`src/rtl/async_wr_addr_cac_if.sv`:
```
// async_wr_addr_cac_if: write-side FIFO pointer bus between the write logic and its user / read domain.
interface async_wr_addr_cac_if #(parameter int ADDR_SIZE = 4);
  logic                 wr_en;
  logic                 ovf_clr;
  logic [ADDR_SIZE:0]   rd_addr_gray;
  logic [ADDR_SIZE:0]   wr_addr_gray;
  logic [ADDR_SIZE-1:0] wr_addr;
  logic                 wr_vld;
  logic                 full;
  logic                 overflow;
  logic                 almost_full;
  logic [ADDR_SIZE:0]   wr_level;
  modport master (output wr_en, ovf_clr, rd_addr_gray,
                  input  wr_addr_gray, wr_addr, wr_vld, full, overflow, almost_full, wr_level);
  modport slave  (input  wr_en, ovf_clr, rd_addr_gray,
                  output wr_addr_gray, wr_addr, wr_vld, full, overflow, almost_full, wr_level);
endinterface

```
`src/rtl/async_wr_addr_cac.sv`:
```
// async_wr_addr_cac: dual-clock FIFO write pointer, registered pessimistic full and sticky overflow.
// Define ASYNC_WR_ALMOST_FULL_EN to elaborate wr_level / almost_full; otherwise both are tied to 0.
module async_wr_addr_cac #(
  parameter int ADDR_SIZE = 4,
  parameter int AF_THRESH = 12
) (
  input logic                 wr_clk,
  input logic                 wr_rst,
  async_wr_addr_cac_if.slave  bus
);
  logic [ADDR_SIZE:0] wr_bin_q, wr_bin_d, wr_gray_q, wr_gray_d;
  logic [ADDR_SIZE:0] rd_sync1_q, rd_sync2_q, lvl_q, lvl_d;
  logic               full_q, full_d, ovf_q, ovf_d, af_q, af_d, wr_vld;
  always_comb begin
    wr_vld    = bus.wr_en & ~full_q;
    wr_bin_d  = wr_bin_q + {{ADDR_SIZE{1'b0}}, wr_vld};
    wr_gray_d = (wr_bin_d >> 1) ^ wr_bin_d;
    // full compares the next pointer, so the filling write itself raises it
    full_d    = wr_gray_d == {~rd_sync2_q[ADDR_SIZE:ADDR_SIZE-1], rd_sync2_q[ADDR_SIZE-2:0]};
    ovf_d     = (bus.wr_en & full_q) | (ovf_q & ~bus.ovf_clr);
  end
`ifdef ASYNC_WR_ALMOST_FULL_EN
  localparam logic [ADDR_SIZE:0] AF_T = AF_THRESH[ADDR_SIZE:0];
  logic [ADDR_SIZE:0] rd_bin;
  always_comb begin
    rd_bin = '0;
    for (int i = 0; i <= ADDR_SIZE; i++) rd_bin[i] = ^(rd_sync2_q >> i);
    lvl_d = wr_bin_d - rd_bin;
    af_d  = lvl_d >= AF_T;
  end
`else
  always_comb begin
    lvl_d = '0;
    af_d  = 1'b0;
  end
`endif
  always_ff @(posedge wr_clk or posedge wr_rst) begin
    if (wr_rst) begin
      wr_bin_q   <= '0;
      wr_gray_q  <= '0;
      rd_sync1_q <= '0;
      rd_sync2_q <= '0;
      full_q     <= 1'b0;
      ovf_q      <= 1'b0;
      lvl_q      <= '0;
      af_q       <= 1'b0;
    end else begin
      wr_bin_q   <= wr_bin_d;
      wr_gray_q  <= wr_gray_d;
      rd_sync1_q <= bus.rd_addr_gray;
      rd_sync2_q <= rd_sync1_q;
      full_q     <= full_d;
      ovf_q      <= ovf_d;
      lvl_q      <= lvl_d;
      af_q       <= af_d;
    end
  end
  assign bus.wr_vld       = wr_vld;
  assign bus.wr_addr_gray = wr_gray_q;
  assign bus.wr_addr      = wr_bin_q[ADDR_SIZE-1:0];
  assign bus.full         = full_q;
  assign bus.overflow     = ovf_q;
  assign bus.almost_full  = af_q;
  assign bus.wr_level     = lvl_q;
endmodule

```
`src/flat_wrapper.sv`:
```
// flat-port wrapper written by rule: the top's interface ports become plain ports
module async_wr_addr_cac_flat 
#(
  parameter int ADDR_SIZE = 4,
  parameter int AF_THRESH = 12
)
  (wr_clk, wr_rst, bus_wr_en, bus_ovf_clr, bus_rd_addr_gray, bus_wr_addr_gray, bus_wr_addr, bus_wr_vld, bus_full, bus_overflow, bus_almost_full, bus_wr_level);
  async_wr_addr_cac_if #(.ADDR_SIZE(ADDR_SIZE)) bus_i ();
  input logic wr_clk;
  input logic wr_rst;
  input wire logic [$bits(bus_i.wr_en)-1:0] bus_wr_en;
  input wire logic [$bits(bus_i.ovf_clr)-1:0] bus_ovf_clr;
  input wire logic [$bits(bus_i.rd_addr_gray)-1:0] bus_rd_addr_gray;
  output wire logic [$bits(bus_i.wr_addr_gray)-1:0] bus_wr_addr_gray;
  output wire logic [$bits(bus_i.wr_addr)-1:0] bus_wr_addr;
  output wire logic [$bits(bus_i.wr_vld)-1:0] bus_wr_vld;
  output wire logic [$bits(bus_i.full)-1:0] bus_full;
  output wire logic [$bits(bus_i.overflow)-1:0] bus_overflow;
  output wire logic [$bits(bus_i.almost_full)-1:0] bus_almost_full;
  output wire logic [$bits(bus_i.wr_level)-1:0] bus_wr_level;
  assign bus_i.wr_en = bus_wr_en;
  assign bus_i.ovf_clr = bus_ovf_clr;
  assign bus_i.rd_addr_gray = bus_rd_addr_gray;
  assign bus_wr_addr_gray = bus_i.wr_addr_gray;
  assign bus_wr_addr = bus_i.wr_addr;
  assign bus_wr_vld = bus_i.wr_vld;
  assign bus_full = bus_i.full;
  assign bus_overflow = bus_i.overflow;
  assign bus_almost_full = bus_i.almost_full;
  assign bus_wr_level = bus_i.wr_level;
  async_wr_addr_cac #(.ADDR_SIZE(ADDR_SIZE), .AF_THRESH(AF_THRESH)) u_core (.wr_clk(wr_clk), .wr_rst(wr_rst), .bus(bus_i));
endmodule
```
`config.mk`:
```
export PLATFORM = sky130hd
export DESIGN_NAME = async_wr_addr_cac_flat
export DESIGN_NICKNAME = d
export VERILOG_FILES = /design/src/rtl/async_wr_addr_cac_if.sv /design/src/rtl/async_wr_addr_cac.sv /design/src/flat_wrapper.sv
export SDC_FILE = /design/constraint.sdc
export NUM_CORES = 1
export LEC_CHECK = 0
export ABC_AREA = 1
export CORE_ASPECT_RATIO = 1.1
export CORE_MARGIN = 5
export CORE_UTILIZATION = 40
export DETAILED_ROUTE_END_ITERATION = 8
export PLACE_DENSITY = 0.7
export SYNTH_ARGS = -nofsm -noshare
export SYNTH_HDL_FRONTEND = slang
export SYNTH_SLANG_ARGS = --single-unit
```
`constraint.sdc`:
```
create_clock -name wr_clk -period 2.7 [get_ports wr_clk]
set_input_delay 0.27 -clock wr_clk [delete_from_list [all_inputs] [get_ports wr_clk]]
set_output_delay 0.27 -clock wr_clk [all_outputs]
set_load 0.1 [all_outputs]
```
Word-level counts from Yosys, hierarchy flattened --
Cells that the tools add are included.
Cells by class: bitwise gates (word level) 8, $add $sub $neg 1, equality and inequality tests 1
Operators by type and width (number):
- adder 5 x 1 -> 5 bit | 1
- == test 5 bit | 1
- XOR 4 x 5 -> 5 bit | 1
- AND 1 bit | 3
- NOT 1 bit | 2
- NOT 2 bit | 1
- OR 1 bit | 1
Word-level totals: register bits 22, word-level logic and storage cells 16

Logic depth before layout (Yosys ltp) --
Gate-level depths: netlist of run 1.
word-level depth 5, mapped depth 13

Least setup slack after synthesis of run 1 --
Ideal clock, no wire load.
path kind reg2reg, start register u_core.full_q (netlist: u_core.bus.full), end register u_core.full_q (netlist: u_core.bus.full), path buffers 0, data arrival time 3.470 ns, required time 2.629 ns, setup time 0.071 ns, period minus slack after synthesis 3.542 ns, stages on the path, launching flop included 12, slack -0.842 ns, cells stage by stage dfrtp_1 nor2_1 ha_1 ha_1 nand3_1 nand2_1 nand2_1 nand2_1 nand3_1 nor2_1 nand2_1 nor2_1
On the way: cells in the longest elaborated chain, start to end 5
RTL lines:
- start: declaration | line async_wr_addr_cac.sv:13 | logic full_q, full_d, ovf_q, ovf_d, af_q, af_d, wr_vld;
- start signal: assignment | line async_wr_addr_cac.sv:52 | full_q <= full_d;
- NOT 1 bit | line async_wr_addr_cac.sv:15 | wr_vld = bus.wr_en & ~full_q;
- AND 1 bit | line async_wr_addr_cac.sv:15
- net bus_wr_vld | line flat_wrapper.sv:16 | output wire logic [$bits(bus_i.wr_vld)-1:0] bus_wr_vld;
- adder 5 x 1 -> 5 bit | line async_wr_addr_cac.sv:16 | wr_bin_d = wr_bin_q + {{ADDR_SIZE{1'b0}}, wr_vld};
- XOR 4 x 5 -> 5 bit | line async_wr_addr_cac.sv:17 | wr_gray_d = (wr_bin_d >> 1) ^ wr_bin_d;
- == test 5 bit | line async_wr_addr_cac.sv:19 | full_d = wr_gray_d == {~rd_sync2_q[ADDR_SIZE:ADDR_SIZE-1], rd_sync2_q[ADDR_SIZE-2:0]};
- net u_core.full_d | line async_wr_addr_cac.sv:13
The timed path passes the listed nets, and every way through them passes these cells.

Worst setup path in the final report of run 1 --
start input bus_wr_en, end register u_core.full_q (netlist: u_core.bus.full)
On the way: cells in the longest elaborated chain, start to end 4
RTL lines:
- start: declaration | line flat_wrapper.sv:11 | input wire logic [$bits(bus_i.wr_en)-1:0] bus_wr_en;
- AND 1 bit | line async_wr_addr_cac.sv:15
- adder 5 x 1 -> 5 bit | line async_wr_addr_cac.sv:16
- net u_core.wr_bin_d[1] | line async_wr_addr_cac.sv:11 | logic [ADDR_SIZE:0] wr_bin_q, wr_bin_d, wr_gray_q, wr_gray_d;
- XOR 4 x 5 -> 5 bit | line async_wr_addr_cac.sv:17
- net u_core.wr_gray_d[0] | line async_wr_addr_cac.sv:11
- == test 5 bit | line async_wr_addr_cac.sv:19
- net u_core.full_d | line async_wr_addr_cac.sv:13
The timed path passes the listed nets, and every way through them passes these cells.

==> Implementation_results.wiki, run 1 <==
{| class="wikitable"
! Metric !! Value
|-
| Vias post-DR || 677
|-
| Height of the die || 60.1 um
|-
| Max-cap violation count || 0
|-
| Clock tree from TritonCTS || built
|-
| Vias in the first global route || ~650
|-
| Syn-to-layout area delta || 22.4%
|-
| Total number of clock tree sinks || 21
|-
| Total number of placement rows || 18
|-
| Number of buffers on the longest clock path || 2
|-
| Shortest period the worst path allows || 1.85 ns
|-
| Final-report max-slew violation count || 0
|-
| Root cell of the clock tree || sky130_fd_sc_hd__clkbuf_4
|-
| Final HPWL DP || roughly 1200 um
|-
| Critical path start-end classification || in -> reg
|-
| Critical path data arrival time || 2.08 ns
|-
| Number of warnings issued by yosys || 0
|-
| Remaining max-slew budget at the tightest pin || 0.497
|-
| Wirelength per Cell || ~9.7 um
|-
| Number of synthesized register bits || 21
|-
| Startpoint kind of the worst setup timing path || input port
|-
| Slew at the pin with the worst max-slew slack || 0.754 ns
|-
| GP Congestion || 0.784
|-
| Distinct cell type count of the synthesized netlist || 14
|-
| Worst Clk Skew || roughly 0.0033 ns
|-
| Total Die Area || around 3300 sq um
|-
| Setup Slack @ Placement || 0.507 ns
|-
| Global-route wire length before repair || 2550 um
|-
| Final nets || 134
|-
| DRC Markers || 0
|-
| Cells resized by post-CTS repair || 0
|-
| Mean post-synth cell area || 9.12 sq um
|-
| Top cells by area, synth || sky130_fd_sc_hd__dfrtp_1, sky130_fd_sc_hd__nand2_1, sky130_fd_sc_hd__nand3_1
|-
| Critical-path maximum fanout || 5
|-
| Number of hold buffers added after CTS || 0
|-
| ANT nets after route || 0
|-
| Clock edge transition at the registers on the reported setup and hold paths || 0.10 ns
|-
| Effective utilization at floorplan || 0.413
|-
| Required time at the endpoint of the critical path || 2.94 ns
|-
| Chip width || between 50 and 60 um
|-
| WL final || 1480 um
|-
| Yosys top cell by area || sky130_fd_sc_hd__dfrtp_1
|-
| Worst Slack Setup Final || between 0.8 and 0.9 ns
|-
| Total global routing overflow || 0
|-
| Initial antenna violation count || 0
|-
| Unrepaired setup endpoints after global routing || no
|-
| Count of boundary I/O pins || 27
|-
| Gate count after technology mapping || 100
|-
| Share of the synthesized area in the top cell type || 0.576
|-
| Largest net degree at the start of global routing || 22
|-
| DRC marker count from the first detailed-route iteration || 14
|-
| Number of endpoints with negative hold slack in the final report || 0
|-
| Max Clk Rate || 0.541 GHz
|-
| Via density || 4.45
|-
| Setup TNS || 0 ns
|-
| Level count of the clock H-tree || 1
|-
| Fraction of final layout cells sized beyond drive strength 1 || 0.180
|-
| Fraction of the yosys area taken by sequential cells || 0.576
|-
| Clock insertion delay at the later pin of the skew report || 0.30 ns
|-
| Total of buffers placed on input and output ports || 20
|-
| Overall routing resource usage || 0.102
|-
| Status || finished, final reports clean
|-
| CORE AREA || 2210 sq um
|-
| Setup Fix Bufs, Post-CTS || 0
|-
| Cell area after synthesis || roughly 900 sq um
|-
| Drt first pass iters || 2
|-
| Final antenna diode count || 0
|-
| Setup crit end kind || flip-flop
|-
| Inserted Clock Buffers || 3
|-
| Worst hold-check path type || reg -> reg
|-
| Count of endpoints failing setup in the final report || 0
|-
| Fin crit share || 0.684
|}
## worst max-delay path: stages
cell,delay (ns)
sky130_fd_sc_hd__clkdlybuf4s50_1,0.48
sky130_fd_sc_hd__inv_1,0.07
sky130_fd_sc_hd__nor2_4,0.08
sky130_fd_sc_hd__ha_1,0.24
sky130_fd_sc_hd__ha_1,0.31
sky130_fd_sc_hd__inv_1,0.11
sky130_fd_sc_hd__nand2_1,0.07
sky130_fd_sc_hd__nand2_1,0.08
sky130_fd_sc_hd__nand2_1,0.05
sky130_fd_sc_hd__nand2_1,0.05
sky130_fd_sc_hd__nand3_1,0.07
sky130_fd_sc_hd__nor2_1,0.08
sky130_fd_sc_hd__nand2_1,0.06
sky130_fd_sc_hd__nor2_1,0.08
## layer usage
layer | share of wire | up-vias | routed length, um | track usage
met2 | 0.48 | 24 | 708 | 0.182
met3 | 0.081 | 5 | 119 | 0.0302
met1 | 0.41 | 300 | 604 | 0.0985
met5 | 0 | - | 0 | 0
li1 | - | 348 | - | -
met4 | 0.030 | 0 | 44 | 0.0833
## cell type report
class                           instances  area (sq um)
Sequential cell                        21           526
Timing Repair Buffer                   20           170
Tap cell                               30          37.5
Inverter                               12          45.0
Fill cell                             233          1090
Multi-Input combinational cell         65           312
Clock buffer                            4          26.3
## final timing paths
check	from	endpoint	slack (ns)	depth (start not counted)
setup / recovery	bus_wr_en	u_core.bus.full$_DFF_PP0_	0.85	14
hold reg to reg	u_core.rd_sync1_q[4]$_DFF_PP0_	u_core.rd_sync2_q[4]$_DFF_PP0_	0.36	0
min in group asynchronous	wr_rst	u_core.rd_sync1_q[1]$_DFF_PP0_	0.39	2
hold / removal	u_core.rd_sync1_q[4]$_DFF_PP0_	u_core.rd_sync2_q[4]$_DFF_PP0_	0.36	0
max in group asynchronous	wr_rst	u_core.rd_sync1_q[2]$_DFF_PP0_	1.84	2
setup reg to reg	u_core.bus.full$_DFF_PP0_	u_core.bus.full$_DFF_PP0_	0.88	12
## flip-flops by register name, summed over array words and instances, names as in the netlist
| register | cells |
|---|---|
| u_core.bus.overflow | 1 |
| u_core.bus.wr_addr_gray | 4 |
| u_core.bus.full | 1 |
| u_core.rd_sync2_q | 5 |
| u_core.rd_sync1_q | 5 |
| u_core.wr_bin_q | 5 |
## synthesized netlist by cell type
cell,number
sky130_fd_sc_hd__dfrtp_1,21
sky130_fd_sc_hd__inv_1,11
sky130_fd_sc_hd__nand3_1,9
sky130_fd_sc_hd__nand2_1,33
sky130_fd_sc_hd__o21ai_0,1
sky130_fd_sc_hd__ha_1,2
sky130_fd_sc_hd__nand4_1,4
sky130_fd_sc_hd__nand3b_1,2
sky130_fd_sc_hd__buf_6,1
sky130_fd_sc_hd__nand2_2,5
sky130_fd_sc_hd__conb_1,1
sky130_fd_sc_hd__nor2_1,3
sky130_fd_sc_hd__buf_4,6
sky130_fd_sc_hd__inv_2,1
## metrics by stage
stage	area, sq um	std cells	utilization	hold slack, ns
detailed placement	1090	148	0.494	0.335
CTS	1120	152	0.506	0.360
floorplan	938	105	-	0.247
global route	1120	152	0.506	0.367
global placement	1090	148	0.494	0.332
finish	1120	152	0.506	0.358
## cell families (layout without fill, tap and decap cells)
logic type / count (synthesis) / after routing / share of synthesized area
fa+ha+maj: 2 / 2 / 0.0274
flops: 21 / 21 / 0.576
other cells: 1 / 6 / 0.00411
compound gates: 1 / 1 / 0.00548
buf+inv: 19 / 36 / 0.111
simple gates: 56 / 56 / 0.276
## layout by cell type (no fill, tap or decap), drive strengths merged
master | synthesis | final
nand4 | 4 | 4
nand2 | 38 | 38
buf | 7 | 12
nand3 | 9 | 9
nor2 | 3 | 3
dfrtp | 21 | 21
o21ai | 1 | 1
clkdlybuf4s50 | 0 | 8
nand3b | 2 | 2
clkbuf | 0 | 4
conb | 1 | 6
inv | 12 | 12
ha | 2 | 2
Power of run 1 is not shown: default switching activity piles up to over one toggle a cycle in this logic, so the estimate is an artifact.
==> run 2, diff against run 1 <==
Settings changed: PLACE_DENSITY 0.7 to 0.72.
Clock period 2.7 ns to 1.6 ns, I/O delays scaled along.
==> run 2 against run 1 <==
The flow now finishes with violations (negative setup slack). Count of clock-buffer cells in the layout is the same. Sequential share of layout area fell by 10 points. First-iteration DRC count is 14% higher. Critical path depth decreased by 2. Utilization increased by 14 points. Via count is 13% higher. Clock skew about the same. Worst setup slack got worse by 0.94 ns. Cell count is 7.2% higher. Global-route usage increased by 2.9 points. Wire length rose by 34%. Non-clock buffer count increased by 11. Critical path type is now reg -> reg.
==> Implementation_results.wiki, run 2 (same netlist as run 1, synthesis figures left out) <==
{| class="wikitable"
! Metric !! Value
|-
| Status || complete, but fails checks
|-
| Vias in the first global route || 809
|-
| Number of buffers on the longest clock path || 2
|-
| Worst Clk Skew || approximately 0.0033 ns
|-
| Count of boundary I/O pins || 27
|-
| Total number of placement rows || 18
|-
| Fin crit share || 1.05
|-
| Final HPWL DP || ~1500 um
|-
| Critical-path maximum fanout || 4
|-
| Final antenna diode count || 0
|-
| Clock insertion delay at the later pin of the skew report || 0.30 ns
|-
| Vias post-DR || around 770
|-
| Non-filler instance count after layout || 163
|-
| Most frequent standard cell in the layout excluding fill and tap cells || sky130_fd_sc_hd__nand2_1
|-
| Chip width || around 56 um
|-
| Required time at the endpoint of the critical path || 1.83 ns
|-
| Fraction of final layout cells sized beyond drive strength 1 || 0.383
|-
| Worst Slack Setup Final || -0.0856 ns
|-
| Depth of the worst register-to-register path || 12
|-
| Clock tree from TritonCTS || built
|-
| Final-report max-slew violation count || 0
|-
| Shortest period the worst path allows || 1.69 ns
|-
| Total of buffers placed on input and output ports || 20
|-
| Reg-to-Reg Start || u_core.bus.full$_DFF_PP0_
|-
| Origin of the worst setup path || u_core.bus.full$_DFF_PP0_
|-
| Max Clk Rate || 0.593 GHz
|-
| CORE AREA || between 2000 and 2500 sq um
|-
| Critical path data arrival time || 1.92 ns
|-
| DRC marker count from the first detailed-route iteration || 16
|-
| Max-cap violation count || 0
|-
| Total Die Area || 3340 sq um
|-
| Total number of clock tree sinks || 21
|-
| Violated checks || negative setup slack
|-
| WL final || ~2000 um
|-
| Initial antenna violation count || 0
|-
| Global-route wire length before repair || 3420 um
|-
| Effective utilization at floorplan || 0.413
|-
| Unrepaired setup endpoints after global routing || yes
|-
| Setup crit end kind || flip-flop
|-
| Largest net degree at the start of global routing || 22
|-
| Height of the die || approximately 60 um
|-
| Syn-to-layout area delta || 56.5%
|-
| Drt first pass iters || 6
|-
| Number of filler cells placed in the layout || between 200 and 250
|-
| GP Congestion || 0.711
|-
| Critical path start-end classification || reg -> reg
|-
| Crit path to || u_core.bus.full$_DFF_PP0_
|-
| Leading cell types in the layout, fill and taps excluded || sky130_fd_sc_hd__nand2_1, sky130_fd_sc_hd__dfrtp_1, sky130_fd_sc_hd__nand2_2
|-
| Worst hold-check path type || in -> async
|-
| Total global routing overflow || 0
|-
| Startpoint kind of the worst setup timing path || flip-flop
|-
| Wirelength per Cell || 12.2 um
|-
| Count of endpoints failing setup in the final report || 1
|-
| Clock edge transition at the registers on the reported setup and hold paths || 0.11 ns
|-
| Number of endpoints with negative hold slack in the final report || 0
|-
| ANT nets after route || 0
|-
| Worst setup slack for register-to-register paths || -0.09 ns
|-
| Cell count after placement || 158
|-
| Root cell of the clock tree || sky130_fd_sc_hd__clkbuf_4
|-
| Level count of the clock H-tree || 1
|-
| Final nets || 145
|-
| DRC Markers || 0
|-
| Overall routing resource usage || 0.131
|-
| Reg-to-reg endpoint || u_core.bus.full$_DFF_PP0_
|-
| Via density || ~4.7
|-
| Largest registers || u_core.rd_sync1_q x5, u_core.rd_sync2_q x5, u_core.wr_bin_q x5
|-
| Inserted Clock Buffers || 3
|}
==> run 2: changes by cell type in the layout (fill, tap and decap cells not counted) <==
cell                      previous run  this run
sky130_fd_sc_hd__buf_12              0        12
sky130_fd_sc_hd__nand2_1            33        22
sky130_fd_sc_hd__nand2_2             5        15
sky130_fd_sc_hd__nand3_1             9         6
sky130_fd_sc_hd__nand3_2             0         3
sky130_fd_sc_hd__ha_1                2         0
sky130_fd_sc_hd__ha_4                0         2
sky130_fd_sc_hd__buf_4              12        11
sky130_fd_sc_hd__dfrtp_1            21        20
sky130_fd_sc_hd__dfrtp_4             0         1
sky130_fd_sc_hd__inv_1              11        10
sky130_fd_sc_hd__inv_4               0         1
sky130_fd_sc_hd__nand2_4             0         1
==> run 2: what timing repair did <==
item                       in CTS  in global routing
resized for setup               5                  9
hold buffers                    0                  0
setup endpoints to repair       1                  3
buffers inserted                0                  1
pin swaps                       1                  2
==> run 2: area by class of cell <==
type / count / area [sq um] / share of cell area
clock buffer: 4 / 26.3 / 0.0184
multi-input combinational: 65 / 384 / 0.269
inverter: 12 / 47.5 / 0.0333
sequential: 21 / 529 / 0.371
timing repair buffer: 31 / 403 / 0.282
tap: 30 / 37.5 / 0.0263
==> run 2: metrics by stage <==
| step | worst slack (ns) | area, sq um | hold WS, ns | TNS, ns | utilization |
|---|---|---|---|---|---|
| final | -0.0856 | 1430 | 0.171 | -0.0856 | 0.647 |
| after global routing | -0.182 | 1430 | 0.185 | -0.201 | 0.647 |
| after CTS | -0.0810 | 1390 | 0.176 | -0.0810 | 0.630 |
| after detailed placement | -0.328 | 1350 | 0.337 | -0.708 | 0.612 |
| after global placement | -0.250 | 1350 | 0.331 | -0.477 | 0.612 |
| after floorplan | -0.639 | 975 | 0.137 | -3.23 | - |
==> run 2: worst min path at each step <==
| stage | end |
|---|---|
| after floorplan | u_core.bus.full$_DFF_PP0_ |
| after global placement | u_core.rd_sync2_q[4]$_DFF_PP0_ |
| after detailed placement | u_core.rd_sync2_q[3]$_DFF_PP0_ |
| after CTS | u_core.rd_sync1_q[3]$_DFF_PP0_ |
| after global routing | u_core.rd_sync1_q[1]$_DFF_PP0_ |
| final | u_core.rd_sync1_q[2]$_DFF_PP0_ |
==> run 2: metal layers <==
| metal | track usage | share of wire | vias to the layer above |
|---|---|---|---|
| met4 | 0.0660 | 0.023 | 0 |
| met2 | 0.242 | 0.54 | 29 |
| met3 | 0.0367 | 0.062 | 8 |
| met5 | 0 | 0 | - |
| met1 | 0.139 | 0.37 | 364 |
| li1 | - | - | 366 |
==> run 2: worst max-delay path, cell delays in order (launching register included) <==
cell and delay (ns):
sky130_fd_sc_hd__dfrtp_4 0.51, sky130_fd_sc_hd__nor2_4 0.12, sky130_fd_sc_hd__ha_4 0.15, sky130_fd_sc_hd__ha_4 0.21
sky130_fd_sc_hd__inv_4 0.08, sky130_fd_sc_hd__nand2_4 0.05, sky130_fd_sc_hd__nand2_2 0.06, sky130_fd_sc_hd__nand2_1 0.05
sky130_fd_sc_hd__nand2_1 0.07, sky130_fd_sc_hd__nand3_2 0.08, sky130_fd_sc_hd__nor2_1 0.09, sky130_fd_sc_hd__nand2_1 0.07
sky130_fd_sc_hd__nor2_1 0.09
Power of run 2 is left out for the same reason.
==> run 3, diff against run 2 <==
Settings changed: CORE_UTILIZATION 40 to 41, PLACE_DENSITY 0.72 to 0.74.
==> run 3 against run 2 <==
Die area fell by 2.0%. First-iteration DRC count fell by 6.3%. Via count rose by 0.26%. Wire length rose by 12%. Final area rose by 1.8%. The run still ends with negative setup slack left. Clock skew barely moved. Cell count rose by 1.2%.
==> Implementation_results.wiki, run 3 (same netlist as run 1, synthesis figures left out) <==
{| class="wikitable"
! Metric !! Value
|-
| Number of endpoints with negative hold slack in the final report || 0
|-
| Global-route wire length before repair || between 3000 and 4000 um
|-
| Clock insertion delay at the later pin of the skew report || 0.30 ns
|-
| Startpoint kind of the worst setup timing path || flip-flop
|-
| Count of boundary I/O pins || 27
|-
| Vias in the first global route || about 820
|-
| GP Congestion || 0.766
|-
| Max-cap violation count || 0
|-
| Total number of placement rows || 18
|-
| Wirelength per Cell || roughly 13 um
|-
| DRC marker count from the first detailed-route iteration || 15
|-
| Final antenna diode count || 0
|-
| Inserted Clock Buffers || 3
|-
| Dominant cell type by count on the critical path || sky130_fd_sc_hd__nand2_1
|-
| Critical path start-end classification || reg -> reg
|-
| Slowest Stage Delay on Critical Path || about 0.52 ns
|-
| Required time at the endpoint of the critical path || 1.84 ns
|-
| Overall routing resource usage || 0.154
|-
| Fin crit share || 1.08
|-
| Initial antenna violation count || 0
|-
| Clock tree from TritonCTS || built
|-
| WL final || ~2200 um
|-
| Final HPWL DP || 1710 um
|-
| Final nets || 147
|-
| Largest registers || u_core.rd_sync1_q x5, u_core.rd_sync2_q x5, u_core.wr_bin_q x5
|-
| Total of buffers placed on input and output ports || 20
|-
| Total global routing overflow || 0
|-
| Setup TNS || -0.137 ns
|-
| Vias post-DR || 769
|-
| Worst Clk Skew || 0.00282 ns
|-
| Library cell contributing the largest single delay on the critical path || sky130_fd_sc_hd__dfrtp_4
|-
| Via density || about 4.7
|-
| Final design area excluding fillers || between 1000 and 1500 sq um
|-
| Fraction of final layout cells sized beyond drive strength 1 || 0.407
|-
| Total number of clock tree sinks || 21
|-
| Violated checks || negative setup slack
|-
| Critical path data arrival time || roughly 2.0 ns
|-
| Effective utilization at floorplan || 0.418
|-
| ANT nets after route || 0
|-
| Shortest period the worst path allows || 1.72 ns
|-
| Family with the most delay on the worst path || simple AND/OR/NAND/NOR gates
|-
| DRC Markers || 0
|-
| Chip width || between 50 and 60 um
|-
| Largest net degree at the start of global routing || 16
|-
| Leading cell types in the layout, fill and taps excluded || sky130_fd_sc_hd__nand2_1, sky130_fd_sc_hd__dfrtp_1, sky130_fd_sc_hd__nand2_2
|-
| Area post-placement || between 1000 and 1500 sq um
|-
| Max Clk Rate || 0.581 GHz
|-
| Fraction of the core area covered by cells at the end of the flow || 0.666
|-
| Number of buffers on the longest clock path || 2
|-
| Crit path cell chain || nor2_4, ha_4, ha_4, inv_4, nand2_2, nand2_2, nand2_1, nand2_1, nand3_1, nor2_1, nand2_1, nor2_1
|-
| Level count of the clock H-tree || 1
|-
| Cell count after placement || 160
|-
| Clock edge transition at the registers on the reported setup and hold paths || 0.12 ns
|-
| Unrepaired setup endpoints after global routing || yes
|-
| Drt first pass iters || 4
|-
| Root cell of the clock tree || sky130_fd_sc_hd__clkbuf_4
|-
| Final-report max-slew violation count || 0
|-
| Worst hold-check path type || in -> async
|-
| Total Die Area || 3270 sq um
|-
| Non-filler instance count after layout || 165
|-
| CORE AREA || 2180 sq um
|-
| Worst Slack Setup Final || -0.122 ns
|-
| Status || complete, but fails checks
|-
| Syn-to-layout area delta || 59.4%
|-
| Buffering stage count on the worst path with inverters included || 1
|-
| Height of the die || approximately 60 um
|-
| Critical-path maximum fanout || 4
|-
| Setup crit end kind || flip-flop
|-
| Count of endpoints failing setup in the final report || 2
|-
| Most frequent standard cell in the layout excluding fill and tap cells || sky130_fd_sc_hd__nand2_1
|}
run 3: cell count changes in the layout (fill, tap and decap cells not counted):
cell                       previous run  this run
sky130_fd_sc_hd__nand3_1              6         7
sky130_fd_sc_hd__clkbuf_1             1         0
sky130_fd_sc_hd__clkinv_2             0         1
sky130_fd_sc_hd__nand3_2              3         1
sky130_fd_sc_hd__buf_4               11        13
sky130_fd_sc_hd__nand3_4              0         1
sky130_fd_sc_hd__inv_2                1         2
sky130_fd_sc_hd__nand2_4              1         2
sky130_fd_sc_hd__inv_1               10         9
sky130_fd_sc_hd__nand2_1             22        21
run 3: worst reg2reg max path, stage by stage, from the launching register on:
cell and delay (ns):
sky130_fd_sc_hd__dfrtp_4 0.52, sky130_fd_sc_hd__nor2_4 0.14, sky130_fd_sc_hd__ha_4 0.16, sky130_fd_sc_hd__ha_4 0.22, sky130_fd_sc_hd__inv_4 0.07, sky130_fd_sc_hd__nand2_2 0.06
sky130_fd_sc_hd__nand2_2 0.08, sky130_fd_sc_hd__nand2_1 0.05, sky130_fd_sc_hd__nand2_1 0.05, sky130_fd_sc_hd__nand3_1 0.07, sky130_fd_sc_hd__nor2_1 0.12, sky130_fd_sc_hd__nand2_1 0.07
sky130_fd_sc_hd__nor2_1 0.08
run 3: through the flow:
step,hold WS [ns],worst slack [ns]
floorplan,0.137,-0.639
global placement,0.332,-0.218
detailed placement,0.335,-0.301
CTS,0.0697,-0.102
global route,0.0620,-0.201
finish,0.0581,-0.122
run 3: repair_timing:
item                                    4_1_cts  5_1_grt
endpoints found under the setup margin        2        4
hold buffers                                  0        0
setup buffers                                 0        1
resized for setup                             2       15
pin swaps                                     1        7
run 3: worst paths after layout:
path | startpoint | endpoint | slack (ns) | cells past startpoint
max reg2reg | u_core.bus.full$_DFF_PP0_ | u_core.bus.full$_DFF_PP0_ | -0.12 | 12
max | u_core.bus.full$_DFF_PP0_ | u_core.bus.full$_DFF_PP0_ | -0.12 | 12
min reg2reg | u_core.rd_sync1_q[3]$_DFF_PP0_ | u_core.rd_sync2_q[3]$_DFF_PP0_ | 0.36 | 0
min | wr_rst | u_core.bus.full$_DFF_PP0_ | 0.06 | 2
min in group wr_clk | bus_rd_addr_gray[3] | u_core.rd_sync1_q[3]$_DFF_PP0_ | 0.28 | 1
max in group asynchronous | wr_rst | u_core.bus.overflow$_DFF_PP0_ | 1.07 | 3
run 3: layout make-up:
class	count	area, sq um
Inverter	12	47.5
Sequential cell	21	529
Timing Repair Buffer	33	418
Fill cell	181	731
Clock buffer	3	22.5
Clock inverter	1	5.00
Multi-Input combinational cell	65	394
Tap cell	30	37.5
run 3: per-layer routing:
| layer | track usage | up-vias | share of wire |
|---|---|---|---|
| met3 | 0.0302 | 4 | 0.046 |
| li1 | - | 369 | - |
| met1 | 0.179 | 372 | 0.37 |
| met4 | 0.0382 | 0 | 0.011 |
| met5 | 0 | - | 0 |
| met2 | 0.280 | 24 | 0.57 |
Power of run 3 is left out for the same reason.
